<file path="config.mk">
export PLATFORM = sky130hd
export DESIGN_NAME = io_port_unit
export DESIGN_NICKNAME = d
export VERILOG_FILES = /design/src/rtl/io_port_unit.sv
export SDC_FILE = /design/constraint.sdc
export NUM_CORES = 1
export LEC_CHECK = 0
export CAP_MARGIN = 20
export CORE_MARGIN = 1.5
export CORE_UTILIZATION = 39
export DETAILED_ROUTE_END_ITERATION = 8
export MAX_ROUTING_LAYER = met4
export PLACE_DENSITY = 0.7
export SLEW_MARGIN = 15
export SYNTH_ARGS = -nofsm -noshare
export SYNTH_HDL_FRONTEND = slang
export SYNTH_SLANG_ARGS = --single-unit
</file>
<file path="constraint.sdc">
create_clock -name clock -period 2.3 [get_ports clock]
set_input_delay 0.46 -clock clock [delete_from_list [all_inputs] [get_ports clock]]
set_output_delay 0.46 -clock clock [all_outputs]
set_load 0.01 [all_outputs]
</file>
<file path="src/rtl/io_port_unit.sv">
// io_port_unit: CPU side of the In/Out instructions (switch input with operator
//   handshake via a debounced enter button, latched 7-segment display value).
// Latency: Out -> displayValue/outStrobe 1 cycle; press pulse -> inWrite 1 cycle;
//   physical button edge -> press pulse DEBOUNCE_CYCLES+2..+3 cycles.
// Backpressure: stall holds the PC on an In (combinationally in the decode cycle,
//   registered while waiting) until the captured value is written back.
//
// Ports:
//   clock, reset (async, active-low)
//   opcode, halt, outData     - decode/operand inputs from the core
//   switches, enterButton     - asynchronous board inputs
//   inData, inWrite           - writeback value and its one-cycle valid
//   stall                     - freeze PC/pipeline
//   displayValue, outStrobe   - display register and its update pulse
//   waitingInput              - LED: core is blocked on an In
//
// Build option: define IO_PORT_SIGN_EXTEND_EN to sign-extend the switch value
// into inData; by default it is zero-extended.

module io_port_unit #(
  parameter int DATA_WIDTH      = 32,
  parameter int SWITCH_WIDTH    = 16,
  parameter int DISPLAY_WIDTH   = 16,
  parameter int DEBOUNCE_CYCLES = 50000
) (
  input  logic                     clock,
  input  logic                     reset,
  input  logic [5:0]               opcode,
  input  logic                     halt,
  input  logic [DATA_WIDTH-1:0]    outData,
  input  logic [SWITCH_WIDTH-1:0]  switches,
  input  logic                     enterButton,
  output logic [DATA_WIDTH-1:0]    inData,
  output logic                     inWrite,
  output logic                     stall,
  output logic [DISPLAY_WIDTH-1:0] displayValue,
  output logic                     outStrobe,
  output logic                     waitingInput
);

  localparam logic [5:0] OP_IN  = 6'b011011;
  localparam logic [5:0] OP_OUT = 6'b011100;

  localparam int CNT_W = (DEBOUNCE_CYCLES > 1) ? $clog2(DEBOUNCE_CYCLES) : 1;
  localparam logic [CNT_W-1:0] CNT_LAST = CNT_W'(DEBOUNCE_CYCLES - 1);

  typedef enum logic [1:0] {
    IDLE    = 2'd0,
    WAIT_IN = 2'd1,
    CAPTURE = 2'd2
  } state_t;

  // ---------------------------------------------------------------------------
  // Button path: synchronizer -> debounce -> rising-edge press pulse
  // ---------------------------------------------------------------------------
  logic             btn_sync1_q, btn_sync2_q;
  logic             btn_acc_q;
  logic [CNT_W-1:0] deb_cnt_q;
  logic             press_q;

  // The counter measures how long the synchronized level has disagreed with the
  // accepted level; any bounce back to agreement restarts the measurement.
  always_ff @(posedge clock or negedge reset) begin
    if (!reset) begin
      btn_sync1_q <= 1'b0;
      btn_sync2_q <= 1'b0;
      btn_acc_q   <= 1'b0;
      deb_cnt_q   <= '0;
      press_q     <= 1'b0;
    end else begin
      btn_sync1_q <= enterButton;
      btn_sync2_q <= btn_sync1_q;
      press_q     <= 1'b0;
      if (btn_sync2_q == btn_acc_q) begin
        deb_cnt_q <= '0;
      end else if (deb_cnt_q == CNT_LAST) begin
        btn_acc_q <= btn_sync2_q;
        deb_cnt_q <= '0;
        press_q   <= btn_sync2_q;
      end else begin
        deb_cnt_q <= deb_cnt_q + 1'b1;
      end
    end
  end

  // ---------------------------------------------------------------------------
  // Switch synchronizer and writeback extension
  // ---------------------------------------------------------------------------
  logic [SWITCH_WIDTH-1:0] sw_sync1_q, sw_sync2_q;
  logic [DATA_WIDTH-1:0]   in_data_d;

  always_ff @(posedge clock or negedge reset) begin
    if (!reset) begin
      sw_sync1_q <= '0;
      sw_sync2_q <= '0;
    end else begin
      sw_sync1_q <= switches;
      sw_sync2_q <= sw_sync1_q;
    end
  end

  always_comb begin
    in_data_d = DATA_WIDTH'(sw_sync2_q);
`ifdef IO_PORT_SIGN_EXTEND_EN
    for (int i = SWITCH_WIDTH; i < DATA_WIDTH; i++) begin
      in_data_d[i] = sw_sync2_q[SWITCH_WIDTH-1];
    end
`else
`endif
  end

  // ---------------------------------------------------------------------------
  // Control FSM with registered outputs
  // ---------------------------------------------------------------------------
  state_t                   state_q;
  logic [DATA_WIDTH-1:0]    in_data_q;
  logic                     in_write_q;
  logic                     stall_q;
  logic                     waiting_q;
  logic [DISPLAY_WIDTH-1:0] display_q;
  logic                     out_strobe_q;

  always_ff @(posedge clock or negedge reset) begin
    if (!reset) begin
      state_q      <= IDLE;
      in_data_q    <= '0;
      in_write_q   <= 1'b0;
      stall_q      <= 1'b0;
      waiting_q    <= 1'b0;
      display_q    <= '0;
      out_strobe_q <= 1'b0;
    end else begin
      in_write_q   <= 1'b0;
      out_strobe_q <= 1'b0;
      case (state_q)
        IDLE: begin
          if (!halt) begin
            if (opcode == OP_IN) begin
              state_q   <= WAIT_IN;
              stall_q   <= 1'b1;
              waiting_q <= 1'b1;
            end else if (opcode == OP_OUT) begin
              display_q    <= outData[DISPLAY_WIDTH-1:0];
              out_strobe_q <= 1'b1;
            end
          end
        end
        // Only presses generated while here count: a press pulse seen in IDLE
        // is simply dropped, and a button held at entry produces no new pulse.
        WAIT_IN: begin
          if (press_q) begin
            in_data_q  <= in_data_d;
            in_write_q <= 1'b1;
            stall_q    <= 1'b0;
            waiting_q  <= 1'b0;
            state_q    <= CAPTURE;
          end
        end
        CAPTURE: begin
          state_q <= IDLE;
        end
        default: begin
          state_q <= IDLE;
        end
      endcase
    end
  end

  // The decode-cycle term keeps the PC from advancing past an In before the
  // registered stall takes over; it is masked while reset is asserted.
  logic in_decode;
  assign in_decode = reset && (state_q == IDLE) && !halt && (opcode == OP_IN);

  assign stall        = stall_q | in_decode;
  assign inData       = in_data_q;
  assign inWrite      = in_write_q;
  assign displayValue = display_q;
  assign outStrobe    = out_strobe_q;
  assign waitingInput = waiting_q;

  // Upper operand bits above the display width are intentionally ignored.
  logic unused_out_bits;
  assign unused_out_bits = ^outData;

endmodule

</file>
Yosys cells after proc, flatten, opt, wreduce, memory -nomap -nowiden
Index checks and enable logic that the tools add are counted.

word-level totals
  output and inout bits = 52
  register bits after elaboration = 89

operators by class
  multiplexer cells = 18
  equal/unequal tests = 8
  bitwise gates (word level) = 4
  $add $sub $neg = 1
  reductions and logical operators = 11

operators by type and width
  cell                                                 count
  two-way mux 16 bit                                   2
  adder 16 x 1 -> 16 bit, second input constant        1
  equality test 16 bit, second input constant          1
  equality test 6 x 5 -> 1 bit, second input constant  2
  two-way mux 1 bit                                    11
  AND reduction 4 bit                                  2
  two-way mux 2 bit                                    3
  inequality test 2 bit, second input constant         3
  case mux 2 bit (2 select lines)                      1
  AND reduction 2 bit                                  2
  logical AND 1 bit                                    3
  inverter 1 bit                                       3
  AND reduction 3 bit                                  1
  equality test 2 x 1 -> 1 bit, second input constant  1
  zero test 2 bit                                      1
  case mux 1 bit (2 select lines)                      1
  nonzero test 2 bit                                   1
  equality test 1 bit                                  1
  zero test 1 bit                                      1
  OR 1 bit                                             1

Logic depth before layout (Yosys ltp)
  word-level depth = 5
  depth in mapped cells = 7

Worst setup path before layout
No wires, ideal clock.

  path kind = input -> register
  start = in halt
  end = reg display_q[10] (netlist: displayValue[10])
  arrival = 1.839 ns
  setup time = 0.125 ns
  buffers on the path = 2
  stages = 6
  path slack = 0.336 ns
  cell sequence = nor4b_2 > nand3b_1 > or4b_4 > buf_6 > buf_12 > mux2_4

between the ends
  word-level cells in the longest chain between the ends = 2

RTL lines
  item                                  line  RTL
  from (decl)                           29    input logic halt,
  inverter 1 bit (no source line)       -
  AND reduction 4 bit (no source line)  -
  to (signal assigned)                  143   display_q <= outData[DISPLAY_WIDTH-1:0];
  to (decl)                             120   logic [DISPLAY_WIDTH-1:0] display_q;

Every way passes these cells.
A chain may end at the register's enable or synchronous reset.

Worst setup path after layout
  start = reg state_q[1]
  end = out stall

between the ends
  word-level cells in the longest chain between the ends = 5

RTL lines
  item                            line  RTL
  from (decl)                     115   state_t state_q;
  from (signal assigned)          125   state_q <= IDLE;
  from (signal assigned)          139   state_q <= WAIT_IN;
  from (signal assigned)          156   state_q <= CAPTURE;
  zero test 2 bit                 172   assign in_decode = reset && (state_q == IDLE) && !halt && (opcode == OP_IN);
  logical AND 1 bit (3 in a row)  172
  OR 1 bit                        174   assign stall = stall_q | in_decode;
  to (decl)                       35    output logic stall,

Every way passes these cells.

==> results.cfg <==
[synthesis]
yosys_warnings = 0
netlist_area_um2 = 3280
synthTopCellsByArea = dfrtp_1 (68%), nand2_1 (6.3%), mux2_4 (4.1%), buf_4 (3.7%), xnor2_1 (3.5%)
syn_avg_cell_area_um2 = 12.8
synth_top_area_share_pct = 67.9
ys_seq_area_share_pct = 67.9
synthCells = 256
synth.distinct_cells = 32
synth-seq-cells = 89
synth_top_area_cell = dfrtp_1

[timing]
max_slew_margin_pct = 54.5
clock.fmax_mhz = 447
worst_pin_slew_ps = 682
hold_viol = 0
fin_crit_sh_pct = 97.3
tns_ps = 0
slew_viol_final = 0
setup-violations-final = 0
setup_ws_ps = 62.3
skew_ps = 8.36
min_period_ps = 2240
rsz0062_at_grt = no

[detailed_routing]
drt.antenna.violating_nets = 0
vias_per_cell = 4.52
drtIter0Drc = 80
remaining_drc_errors = 0
drt_pass1_iterations = 4
routed_wl_um = 5690
wl_per_cell_um = 12.6
dr_total_vias = 2046

[die]
die_y_um = 94.7
rows = 33
ios = 110
core_um2 = 8180
dieArea_um2 = 8960
die_w_um = 94.7
start_util_pct = 40.1

[power_and_ir_drop]
p_leak_nw = 2.04
p_total_mw = 2.88
power_density_nw_per_um2 = 665
vdd_drop_max_v = 0.000296

[grt]
grt_overflow = 0
grt_pass1_wl_um = 9200
grt_pass1_vias = 1928
grt_max_degree = 58
antenna_found_initial = 0
grt.total_usage_pct = 14.0

[setup_path]
cp.arrival_ps = 1780
r2r-start = state_q[1]
cp-start-kind = flop
cpLargestDelayFamily = simple AND/OR/NAND/NOR gates
end_kind = output pin
crit_buf_inv = 1
r2r_slack_ps = 200
path_depth = 5
crit_type = flop to output pin
crit_start = state_q[1]
endpoint = stall
crit_path_max_fanout = 2
r2r-end = displayValue[14]
r2r_cells = 5
slowest_stage = dfrtp_1
crit_chain = nor4b_4, nand3b_1, or3_4, o21bai_1, buf_2
slowest_delay_ps = 420
required_ps = 1840

[cells_and_area]
final_cell_mix = dfrtp_1 (89), clkdlybuf4s50_1 (73), nand2_1 (55), nor2_1 (19), conb_1 (16)
stdcell_area_um2 = 4340
fin_nets = 402
final_util_pct = 53.0
drive_gt1_share_pct = 12.9
syn_to_final_growth_pct = 32.3
n_fill_cell = 725
final_common_cell = dfrtp_1
antenna_cells = 0

[clocking]
clkLatencyLatePin_ps = 360
cts_made_buffers = 9
h-tree-depth = 3
holdBufCountCts = 0
cts_sinks = 89
cts_root_buf = clkbuf_8
cts_tree = done
cts.path.max_buffers = 2
clk_pin_slew_ps = 100

[place]
place_area_um2 = 4110
dp_hpwl_um = 3900
pre_cts_slack_ps = -591
routabilityCongestion = 0.794
io_buffers = 77

[run_status]
status = finished, final reports clean

[min_path]
hold_path.class = input pin to asynchronous set/reset pin

[job]
max-cap-violations = 0
final cells by class:
type                    count  area, um^2  area share, %
clock inverters             7        95.1           2.19
inverters                   8        30.0          0.692
well taps                 105         131           3.03
repair buffers             83         806           18.6
clock buffers               9         124           2.86
flip-flops and latches     89        2230           51.4
multi-input cells         152         923           21.3
per-layer routing:
metal | wire (um) | part of all wire (%) | global-route usage [%] | up-vias
met5 | 0 | 0 | - | -
met4 | 80 | 1.4 | 6.72 | 0
met3 | 435 | 7.6 | 4.19 | 10
met2 | 2560 | 45 | 20.4 | 76
met1 | 2620 | 46 | 18.0 | 993
li1 | - | - | - | 967
worst min-delay path by stage:
stage	endpoint	slack, ps	from	depth (start not counted)
global placement	sw_sync2_q[6]	330	sw_sync1_q[6]	0
detailed placement	sw_sync2_q[7]	330	sw_sync1_q[7]	0
floorplan	btn_acc_q	160	reset	0
finish	sw_sync1_q[6]	140	reset	2
CTS	sw_sync2_q[7]	130	reset	2
global route	sw_sync1_q[6]	150	reset	2
stage by stage:
stage	std cells	hold WS [ps]
after CTS	453	132
after global routing	453	153
after detailed placement	436	335
after global placement	436	332
after floorplan	271	164
final	453	136
cells by family (layout without fill, tap and decap cells):
| group | count (synthesis) | after routing | share of synthesized area [%] |
|---|---|---|---|
| AOI/OAI and AO/OA | 2 | 2 | 0.382 |
| xor gates and xnor gates | 15 | 15 | 4.01 |
| adders and majority gates | 1 | 1 | 0.382 |
| buffers and inverters | 30 | 107 | 5.99 |
| DFF | 89 | 89 | 67.9 |
| muxes | 17 | 17 | 6.87 |
| other | 1 | 16 | 0.114 |
| and+or+nand+nor | 101 | 101 | 14.3 |
synth_stat cells, drive strengths merged:
cell / instances
or4b: 1
nand3b: 1
buf: 18
or2b: 1
or3: 1
nor3: 4
o21bai: 1
conb: 1
nor4b: 2
nor3b: 1
dfrtp: 89
xnor2: 13
nor2: 19
inv: 7
nand2: 55
xor2: 2
nand4: 3
and3: 1
mux2: 17
nor4bb: 2
ha: 1
o21ai: 1
or2: 1
clkbuf: 4
nor4: 3
nand3: 5
clkinv: 1
nand4b: 1
power by group:
part           switching [mW]  leakage (nW)  total (mW)  internal (mW)
Sequential             0.0128          1.15        1.61           1.60
Clock                   0.607         0.111        1.14          0.536
Combinational          0.0603         0.776       0.130         0.0700
state kept, by name, summed over array words and instances, names as in the netlist:
signal,count
inData,16
displayValue,16
btn_sync1_q,1
deb_cnt_q,16
btn_acc_q,1
btn_sync2_q,1
outStrobe,1
waitingInput,1
state_q,2
sw_sync2_q,16
press_q,1
inWrite,1
sw_sync1_q,16
what timing repair did:
item	4_1_cts	5_1_grt
gates cloned	0	0
pin swaps	3	3
gates resized for setup	8	0
buffers inserted	1	0
setup endpoints to repair	1	1
Note: power is estimated with default switching activity, not from simulation.
